--- src/rtl/voxel_pkg.sv ---
// Shared types and default sizing for the voxel RAM arbiter.
package voxel_pkg;

    localparam int DEF_ADDR_BITS = 15;
    localparam int DEF_NUM_REQ   = 4;

    typedef enum logic [1:0] {
        PH_TRACE = 2'b00,
        PH_DRAIN = 2'b01,
        PH_LOAD  = 2'b10
    } arb_phase_e;

endpackage

--- src/rtl/rr_arbiter.sv ---
// Round-robin arbiter: highest priority is the requester after the last grant.
module rr_arbiter
    import voxel_pkg::*;
#(
    parameter int NUM_REQ = DEF_NUM_REQ,
    parameter int IDX_W   = 2
) (
    input  logic               clk,
    input  logic               rst_n,
    input  logic               en,
    input  logic [NUM_REQ-1:0] req,
    output logic [NUM_REQ-1:0] gnt,
    output logic [IDX_W-1:0]   gnt_idx,
    output logic               gnt_any
);

    logic [IDX_W-1:0] ptr;

    function automatic int wrap_idx(input logic [IDX_W-1:0] base, input int offs);
        int sum;
        sum = int'(base) + offs;
        return (sum >= NUM_REQ) ? sum - NUM_REQ : sum;
    endfunction

    always_comb begin
        gnt     = '0;
        gnt_idx = '0;
        gnt_any = 1'b0;
        for (int k = 0; k < NUM_REQ; k++) begin
            if (en && !gnt_any && req[wrap_idx(ptr, k)]) begin
                gnt[wrap_idx(ptr, k)] = 1'b1;
                gnt_idx               = IDX_W'(wrap_idx(ptr, k));
                gnt_any               = 1'b1;
            end
        end
    end

    // Pointer moves only when a grant is actually issued.
    always_ff @(posedge clk or negedge rst_n) begin
        if (!rst_n) begin
            ptr <= '0;
        end else if (gnt_any) begin
            ptr <= (gnt_idx == IDX_W'(NUM_REQ - 1)) ? '0 : gnt_idx + 1'b1;
        end
    end

endmodule

--- src/rtl/voxel_ram_arbiter.sv ---
// Arbitrates ray-traversal reads and scene-load writes onto a single voxel RAM.
// Optional per-requester grant counters are built when VOXEL_ARB_STATS_EN is defined.
module voxel_ram_arbiter
    import voxel_pkg::*;
#(
    parameter int ADDR_BITS    = DEF_ADDR_BITS,
    parameter int NUM_REQ      = DEF_NUM_REQ,
    parameter int READ_LATENCY = 1
) (
    input  logic                              clk,
    input  logic                              rst_n,
    input  logic                              load_mode,
    input  logic                              ld_we,
    input  logic [ADDR_BITS-1:0]              ld_waddr,
    input  logic                              ld_wdata,
    input  logic [NUM_REQ-1:0]                rd_req,
    input  logic [NUM_REQ-1:0][ADDR_BITS-1:0] rd_addr,
    output logic [NUM_REQ-1:0]                rd_gnt,
    output logic [NUM_REQ-1:0]                rd_rvalid,
    output logic                              rd_rdata,
    output logic [ADDR_BITS-1:0]              ram_raddr,
    input  logic                              ram_rdata,
    output logic                              ram_we,
    output logic [ADDR_BITS-1:0]              ram_waddr,
    output logic                              ram_wdata,
    output logic [1:0]                        phase,
    output logic                              wr_drop_err,
    output logic [NUM_REQ-1:0][15:0]          stat_grants
);

    localparam int IDX_W = (NUM_REQ > 1) ? $clog2(NUM_REQ) : 1;

    arb_phase_e           state;
    logic                 arb_en;
    logic                 gnt_any;
    logic                 in_flight;
    logic [IDX_W-1:0]     gnt_idx;
    logic [ADDR_BITS-1:0] last_raddr_p0;
    logic [NUM_REQ-1:0]   tag_p [READ_LATENCY];

    assign arb_en = (state == PH_TRACE);

    rr_arbiter #(
        .NUM_REQ (NUM_REQ),
        .IDX_W   (IDX_W)
    ) u_rr (
        .clk     (clk),
        .rst_n   (rst_n),
        .en      (arb_en),
        .req     (rd_req),
        .gnt     (rd_gnt),
        .gnt_idx (gnt_idx),
        .gnt_any (gnt_any)
    );

    // Stage p0: address issue; the RAM sees the granted address in the grant cycle.
    assign ram_raddr = gnt_any ? rd_addr[gnt_idx] : last_raddr_p0;

    always_ff @(posedge clk) begin
        if (gnt_any) begin
            last_raddr_p0 <= rd_addr[gnt_idx];
        end
    end

    // Stage p1..pN: one-hot requester tags travel alongside the RAM read latency.
    always_ff @(posedge clk or negedge rst_n) begin
        if (!rst_n) begin
            for (int k = 0; k < READ_LATENCY; k++) begin
                tag_p[k] <= '0;
            end
        end else begin
            tag_p[0] <= rd_gnt;
            for (int k = 1; k < READ_LATENCY; k++) begin
                tag_p[k] <= tag_p[k-1];
            end
        end
    end

    always_comb begin
        in_flight = 1'b0;
        for (int k = 0; k < READ_LATENCY; k++) begin
            in_flight = in_flight | (|tag_p[k]);
        end
    end

    assign rd_rvalid = tag_p[READ_LATENCY-1];
    assign rd_rdata  = ram_rdata;

    // Write port is gated by state so an asynchronous reset kills ram_we at once.
    assign ram_we    = ld_we & (state == PH_LOAD);
    assign ram_waddr = ld_waddr;
    assign ram_wdata = ld_wdata;

    always_ff @(posedge clk or negedge rst_n) begin
        if (!rst_n) begin
            state       <= PH_TRACE;
            wr_drop_err <= 1'b0;
        end else begin
            if (ld_we && state != PH_LOAD) begin
                wr_drop_err <= 1'b1;
            end
            case (state)
                PH_TRACE: begin
                    if (load_mode) state <= PH_DRAIN;
                end
                PH_DRAIN: begin
                    if (!load_mode)      state <= PH_TRACE;
                    else if (!in_flight) state <= PH_LOAD;
                end
                PH_LOAD: begin
                    if (!load_mode) state <= PH_TRACE;
                end
                default: state <= PH_TRACE;
            endcase
        end
    end

    assign phase = state;

`ifdef VOXEL_ARB_STATS_EN
    function automatic logic [15:0] sat_inc(input logic [15:0] val);
        return (val == 16'hFFFF) ? val : val + 16'd1;
    endfunction

    always_ff @(posedge clk or negedge rst_n) begin
        if (!rst_n) begin
            stat_grants <= '0;
        end else begin
            for (int i = 0; i < NUM_REQ; i++) begin
                if (rd_gnt[i]) begin
                    stat_grants[i] <= sat_inc(stat_grants[i]);
                end
            end
        end
    end
`else
    assign stat_grants = '0;
`endif

endmodule

--- config.mk ---
export PLATFORM = sky130hd
export DESIGN_NAME = voxel_ram_arbiter
export DESIGN_NICKNAME = d
export VERILOG_FILES = /design/src/rtl/voxel_pkg.sv /design/src/rtl/rr_arbiter.sv /design/src/rtl/voxel_ram_arbiter.sv
export SDC_FILE = /design/constraint.sdc
export NUM_CORES = 1
export LEC_CHECK = 0
export CAP_MARGIN = 20
export CORE_ASPECT_RATIO = 1.75
export CORE_MARGIN = 4
export CORE_UTILIZATION = 36
export CTS_CLUSTER_DIAMETER = 30
export CTS_CLUSTER_SIZE = 40
export DETAILED_ROUTE_END_ITERATION = 8
export PLACE_DENSITY = 0.88
export SYNTH_ARGS = -nofsm -noshare
export SYNTH_HDL_FRONTEND = slang
export SYNTH_SLANG_ARGS = --single-unit
--- constraint.sdc ---
create_clock -name clk -period 7.3 [get_ports clk]
set_input_delay 1.095 -clock clk [delete_from_list [all_inputs] [get_ports clk]]
set_output_delay 1.095 -clock clk [all_outputs]
set_load 0.01 [all_outputs]
==> results of run 1 <==
## layer usage
layer  vias up  share of wire, %  track usage, %
li1        904                 -               -
met1       898                31           12.74
met2       119                56           26.98
met3        24               9.6           3.062
met4         0               3.5           6.389
met5         -                 0               0
## final timing paths
kind,from,to,slack (ns),depth (start not counted)
max,u_rr.ptr[0],ram_raddr[6],1.59,9
min,wr_drop_err,wr_drop_err,0.47,1
max reg2reg,u_rr.ptr[0],last_raddr_p0[8],3.34,8
min reg2reg,wr_drop_err,wr_drop_err,0.47,1
max in group asynchronous,rst_n,wr_drop_err,5.91,1
min in group asynchronous,rst_n,rd_rvalid[0],1.11,1
## cell families after synthesis
| logic type | synth area share [%] |
|---|---|
| buffers and inverters | 30.88 |
| AOI/OAI and AO/OA | 27.16 |
| and+or+nand+nor | 9.798 |
| DFF | 22.36 |
| adders and majority gates | 4.260 |
| muxes | 4.313 |
| xor gates and xnor gates | 1.065 |
| other | 0.1596 |
## Yosys cell counts, types with 6 or more instances
master	instances	area share [%]
o21ai_0	6	1.3
a211oi_2	10	5.3
buf_4	84	27
a221oi_1	7	2.6
a221oi_2	10	6.4
nor2_1	21	3.4
ha_1	8	4.3
dfrtp_1	9	9.6
a22oi_1	23	7.3
dfxtp_1	15	13
## area by class of cell
type                            instances  area share, %
Inverter                                5         0.6193
Sequential cell                        24          17.34
Timing Repair Buffer                   95          31.96
Multi-Input combinational cell        191          44.43
Tap cell                               80          3.303
Clock buffer                            3          1.363
Clock inverter                          1         0.9909
## worst max-delay path, delay by kind of cell, from the launching register on
family / cells / cell delay, ns
AOI/OAI and AO/OA: 3 / 1.07
adders and majority gates: 1 / 0.51
buffers and inverters: 2 / 0.85
DFF: 1 / 0.71
muxes: 1 / 0.58
and+or+nand+nor: 2 / 0.61
## through the flow
stage,total power [mW],std cells,util (%),cell area [µm²]
global route,1.626,399,48.29,3030
detailed placement,1.374,394,46.71,2932
floorplan,1.031,315,-,2586
finish,1.510,399,48.29,3030
CTS,1.502,398,47.85,3003
global placement,1.351,394,46.71,2932
## power by group
part	internal [mW]	switching, mW
combinational	0.533	0.617
clock	0.0733	0.0461
sequential	0.198	0.0429
total	0.804	0.706
## sequential cells by signal (all words and copies together) (netlist names)
| signal | cells |
|---|---|
| last_raddr_p0 | 15 |
| rd_rvalid | 4 |
| phase | 2 |
| u_rr.ptr | 2 |
| wr_drop_err | 1 |
## layout by cell type (no fill, tap or decap), types with 6 or more instances in the layout
| master | count |
|---|---|
| ha_1 | 8 |
| clkdlybuf4s50_1 | 94 |
| a22oi_1 | 23 |
| conb_1 | 64 |
| a221oi_2 | 10 |
| dfxtp_1 | 15 |
| a211oi_2 | 10 |
| a221oi_1 | 7 |
| dfrtp_1 | 9 |
| o21ai_0 | 6 |
| nor2_1 | 21 |
==> metrics.md, run 1 <==
| Metric | Value |
|---|---|
| Max-slew violations | `0` |
| Placeable Area | `6276 µm²` |
| Area occupied by multi-input gates | `around 1300 µm²` |
| Crit Path Max Fanout | `17` |
| Final Wtd Congestion | `just under 0.8` |
| Mapped Area | `about 2300 µm²` |
| I/O pins | `between 150 and 200` |
| Die Y | `between 100 and 150 µm` |
| Initial Util | `between 30% and 40%` |
| Via density | `4.875` |
| First-pass GRT wire length | `8.838 mm` |
| Number of DRC markers after the initial detailed-route iteration | `around 120` |
| Worst-Skew Late Latency | `0.27 ns` |
| Worst-margin pin slew | `1.054 ns` |
| Vias in the first global route | `1872` |
| Die area | `between 7000 and 8000 µm²` |
| Setup Viol. Count Final | `0` |
| CTS root buffer | `clkbuf_8` |
| Status | `finished, final reports clean` |
| Slew headroom | `between 20 and 30%` |
| Drt total wl | `between 5 and 6 mm` |
| Worst-path cell chain | `inv_1, ha_1, mux4_2, nand2b_1, a21boi_1, o21ai_2, and2_4, a211oi_1, clkdlybuf4s50_1` |
| # diodes | `0` |
| Synth warn | `0` |
| Area grow syn2layout | `28.97%` |
| Critical Path End Type | `primary output` |
| Post-CTS setup buffers | `0` |
| Chip width | `about 69 µm` |
| Flops & latches, synth | `24` |
| Drc violations | `0` |
| Power per cell area | `between 400 and 500 nW/µm²` |
| Clock slew at reported path FFs | `around 0.090 ns` |
| Worst Skew | `~0.0014 ns` |
| Slowest cell delay on critical path | `roughly 0.83 ns` |
| Crit share post-route | `just under 80%` |
| Initial antenna violation count | `0` |
| Tmin final | `approximately 5.7 ns` |
| CP Class | `register to primary output` |
| ANT nets after route | `0` |
| Final setup margin | `1.594 ns` |
| Via count | `between 1500 and 2000` |
| CP Launch Type | `register` |
| Hold Buf Count CTS | `0` |
| TNS Setup | `0 ns` |
| Leak | `roughly 1.2 nW` |
| CTS Buf Count | `3` |
| Post-synth cell types | `40` |
| Register area | `between 500 and 600 µm²` |
| RSZ-0062 raised after global routing | `false` |
| Row count | `38` |
| Mapped Avg Cell Area | `9.324 µm²` |
| Async SR Flop Fraction | `between 30% and 40%` |
| Post-Synthesis Cells | `about 250` |
| Sequential share of the synthesized area | `roughly 22%` |
| 1st-pass router iterations | `4` |
| Post-DP HPWL | `4.763 mm` |
| CTS sink cnt | `24` |
| Critical path arrival | `between 4 and 5 ns` |
| GRT Total Usage | `between 10 and 15%` |
| Hold Fails Final Rpt | `0` |
| Required @ worst endpoint | `between 6 and 7 ns` |
| Layout cell share with drive strength beyond 1 | `11.91%` |
| Achievable Freq | `about 180 MHz` |
| Hold Path Class | `register to register` |
| Post-CTS Resized | `0` |
| Final net count | `a little over 400` |
| Worst path slowest cell | `o21ai_2` |
| Avg WL per Cell | `14.84 µm` |
| Max Cap Violations | `0` |
| Place WS | `between 1.5 and 2 ns` |
| Number of flops mapped to enable cells by yosys | `0` |
| Pin count of the biggest net entering global routing | `32` |
| Grt ovf | `0` |
| Max clock buf depth | `2` |
| CTS H-tree depth | `1` |
| Hold Slack | `approximately 0.47 ns` |
| Count of input and output buffers | `94` |
| Worst vdd ir | `325.4 µV` |
| Fillers | `between 600 and 700` |
| Synth Flop Type | `dfxtp_1` |
| CTS tree | `done` |
Note: power is estimated with default switching activity, not from simulation.
==> inputs of run 2 (changes only) <==
- CORE_UTILIZATION: 36 -> 33
- PLACE_DENSITY: 0.88 -> 0.82
- clock period: 7.3 -> 5.9 ns (I/O delays scaled with it)
==> run 2 against run 1 <==
Against the previous run: first-iteration DRC count is 4.1% higher; register-to-register slack lost 1.2 ns; final area rose by 0.87%; non-clock buffer count grew 1; via count down 0.57%; clock skew rose by 0.00056 ns; worst setup slack got worse by 1.1 ns; combinational power rose by 22%; sequential power increased by 24%; count of clock-buffer cells in the layout unchanged; sequential share of layout area decreased by 0.15 points.
==> metrics.md, run 2 (same netlist as run 1, synthesis figures left out) <==
| Metric | Value |
|---|---|
| Status | `finished, final reports clean` |
| First-pass GRT wire length | `8.880 mm` |
| CTS tree | `done` |
| Vias in the first global route | `roughly 1800` |
| RSZ-0062 raised after global routing | `false` |
| CTS Buf Count | `3` |
| Hold Path Class | `register to register` |
| Commonest non-fill, non-tap cells in the layout | `clkdlybuf4s50_1, conb_1, a22oi_1` |
| Slew headroom | `33.26%` |
| Number of DRC markers after the initial detailed-route iteration | `approximately 130` |
| Chip width | `between 70 and 80 µm` |
| Max clock buf depth | `2` |
| Hold EP | `wr_drop_err` |
| CTS H-tree depth | `1` |
| CP Class | `register to primary output` |
| Crit share post-route | `between 90% and 100%` |
| Tmin final | `about 5.4 ns` |
| CTS root buffer | `clkbuf_16` |
| Register area | `approximately 530 µm²` |
| TNS Setup | `0 ns` |
| Drc violations | `0` |
| Leak | `between 1 and 1.5 nW` |
| R2R Setup Slk | `about 2.1 ns` |
| Placed cells | `400` |
| Max-slew violations | `0` |
| Via count | `~1900` |
| Max reg flops | `15` |
| Required @ worst endpoint | `between 5 and 6 ns` |
| Worst vdd ir | `~330 µV` |
| Hold Buf Count CTS | `0` |
| GRT Total Usage | `~13%` |
| Post-DP HPWL | `4.799 mm` |
| Die Y | `roughly 120 µm` |
| Crit Path Max Fanout | `31` |
| Initial antenna violation count | `0` |
| ANT nets after route | `0` |
| Non-filler instance count after layout | `404` |
| Worst Skew | `between 0.0015 and 0.002 ns` |
| # diodes | `0` |
| Via density | `between 4 and 5` |
| Post-CTS setup buffers | `0` |
| Final net count | `414` |
| Area occupied by multi-input gates | `between 1000 and 1500 µm²` |
| Initial Util | `34.02%` |
| CTS sink cnt | `24` |
| Placeable Area | `a little under 7000 µm²` |
| R2R Path Start | `u_rr.ptr[0]` |
| Drt total wl | `6.003 mm` |
| Reg with most FFs | `last_raddr_p0` |
| Achievable Freq | `about 190 MHz` |
| Worst-case reg-to-reg path depth | `8` |
| 1st-pass router iterations | `4` |
| Hold Fails Final Rpt | `0` |
| Avg WL per Cell | `~15 µm` |
| Critical path arrival | `~4.5 ns` |
| Setup Viol. Count Final | `0` |
| Worst-margin pin slew | `between 1 and 1.5 ns` |
| Power per cell area | `621.6 nW/µm²` |
| Grt ovf | `0` |
| Clock slew at reported path FFs | `about 0.070 ns` |
| Most common cell after layout, fill and taps aside | `clkdlybuf4s50_1` |
| Final Wtd Congestion | `approximately 0.79` |
| Reg2reg end | `last_raddr_p0[12]` |
| Fillers | `659` |
| Pin count of the biggest net entering global routing | `32` |
| HP Start | `wr_drop_err` |
| Layout cell share with drive strength beyond 1 | `12.19%` |
| Worst hold path depth | `1` |
| Critical Path End Type | `primary output` |
| Post-CTS Resized | `0` |
| Area grow syn2layout | `30.09%` |
| CP Launch Type | `register` |
| Die area | `between 8000 and 9000 µm²` |
| Row count | `40` |
| Worst-Skew Late Latency | `0.26 ns` |
| Count of input and output buffers | `94` |
| I/O pins | `a little under 200` |
| Max Cap Violations | `0` |
## run 2: critical path, cell delays in order, from the launching register on
cell and delay (ns):
dfrtp_1 0.68, inv_1 0.32, ha_1 0.51, mux4_2 0.44, nor2b_1 0.21, o21ai_2 0.11, xnor2_4 0.80, a221oi_1 0.22
a211oi_1 0.36, clkdlybuf4s50_1 0.60
## run 2: layout make-up
cell class                      count  area share, %
Clock inverter                      1         0.9824
Inverter                            5         0.6140
Multi-Input combinational cell    191          44.04
Sequential cell                    24          17.19
Timing Repair Buffer               96          31.27
Tap cell                           84          3.438
Clock buffer                        3          2.456
## run 2: routing by layer
metal | wire [µm] | part of all wire, % | vias to the layer above | global-route usage, %
met5 | 0 | 0 | - | 0
met4 | 186 | 3.1 | 0 | 6.353
met3 | 654 | 11 | 21 | 2.682
met2 | 3280 | 55 | 136 | 25.63
met1 | 1881 | 31 | 876 | 11.85
li1 | - | - | 901 | -
## run 2: report_power, final
part | total [mW] | switching (mW) | internal, mW
Combinational | 1.40 | 0.761 | 0.643
Clock | 0.198 | 0.0632 | 0.135
Sequential | 0.298 | 0.0522 | 0.245
## run 2: worst max-delay path by stage
stage / startpoint / endpoint / slack (ns)
after floorplan: u_rr.ptr[1] / ram_raddr[12] / 2.18
after global placement: rd_req[0] / ram_raddr[7] / 0.81
after detailed placement: rd_req[3] / ram_raddr[12] / 0.68
after CTS: u_rr.ptr[0] / ram_raddr[12] / 0.37
after global routing: u_rr.ptr[0] / ram_raddr[12] / 0.01
final: u_rr.ptr[0] / ram_raddr[12] / 0.50
## run 2: metrics by stage
stage	util, %	area [µm²]	hold WS, ns	total power [mW]	setup slack [ns]
after floorplan	-	2586	0.4932	1.275	2.183
after global routing	44.26	3057	0.4764	2.050	0.01090
after CTS	44.26	3057	0.4591	1.933	0.3733
after global placement	42.74	2952	0.4389	1.684	0.8053
after detailed placement	42.74	2952	0.4435	1.720	0.6767
final	44.26	3057	0.4556	1.900	0.4984
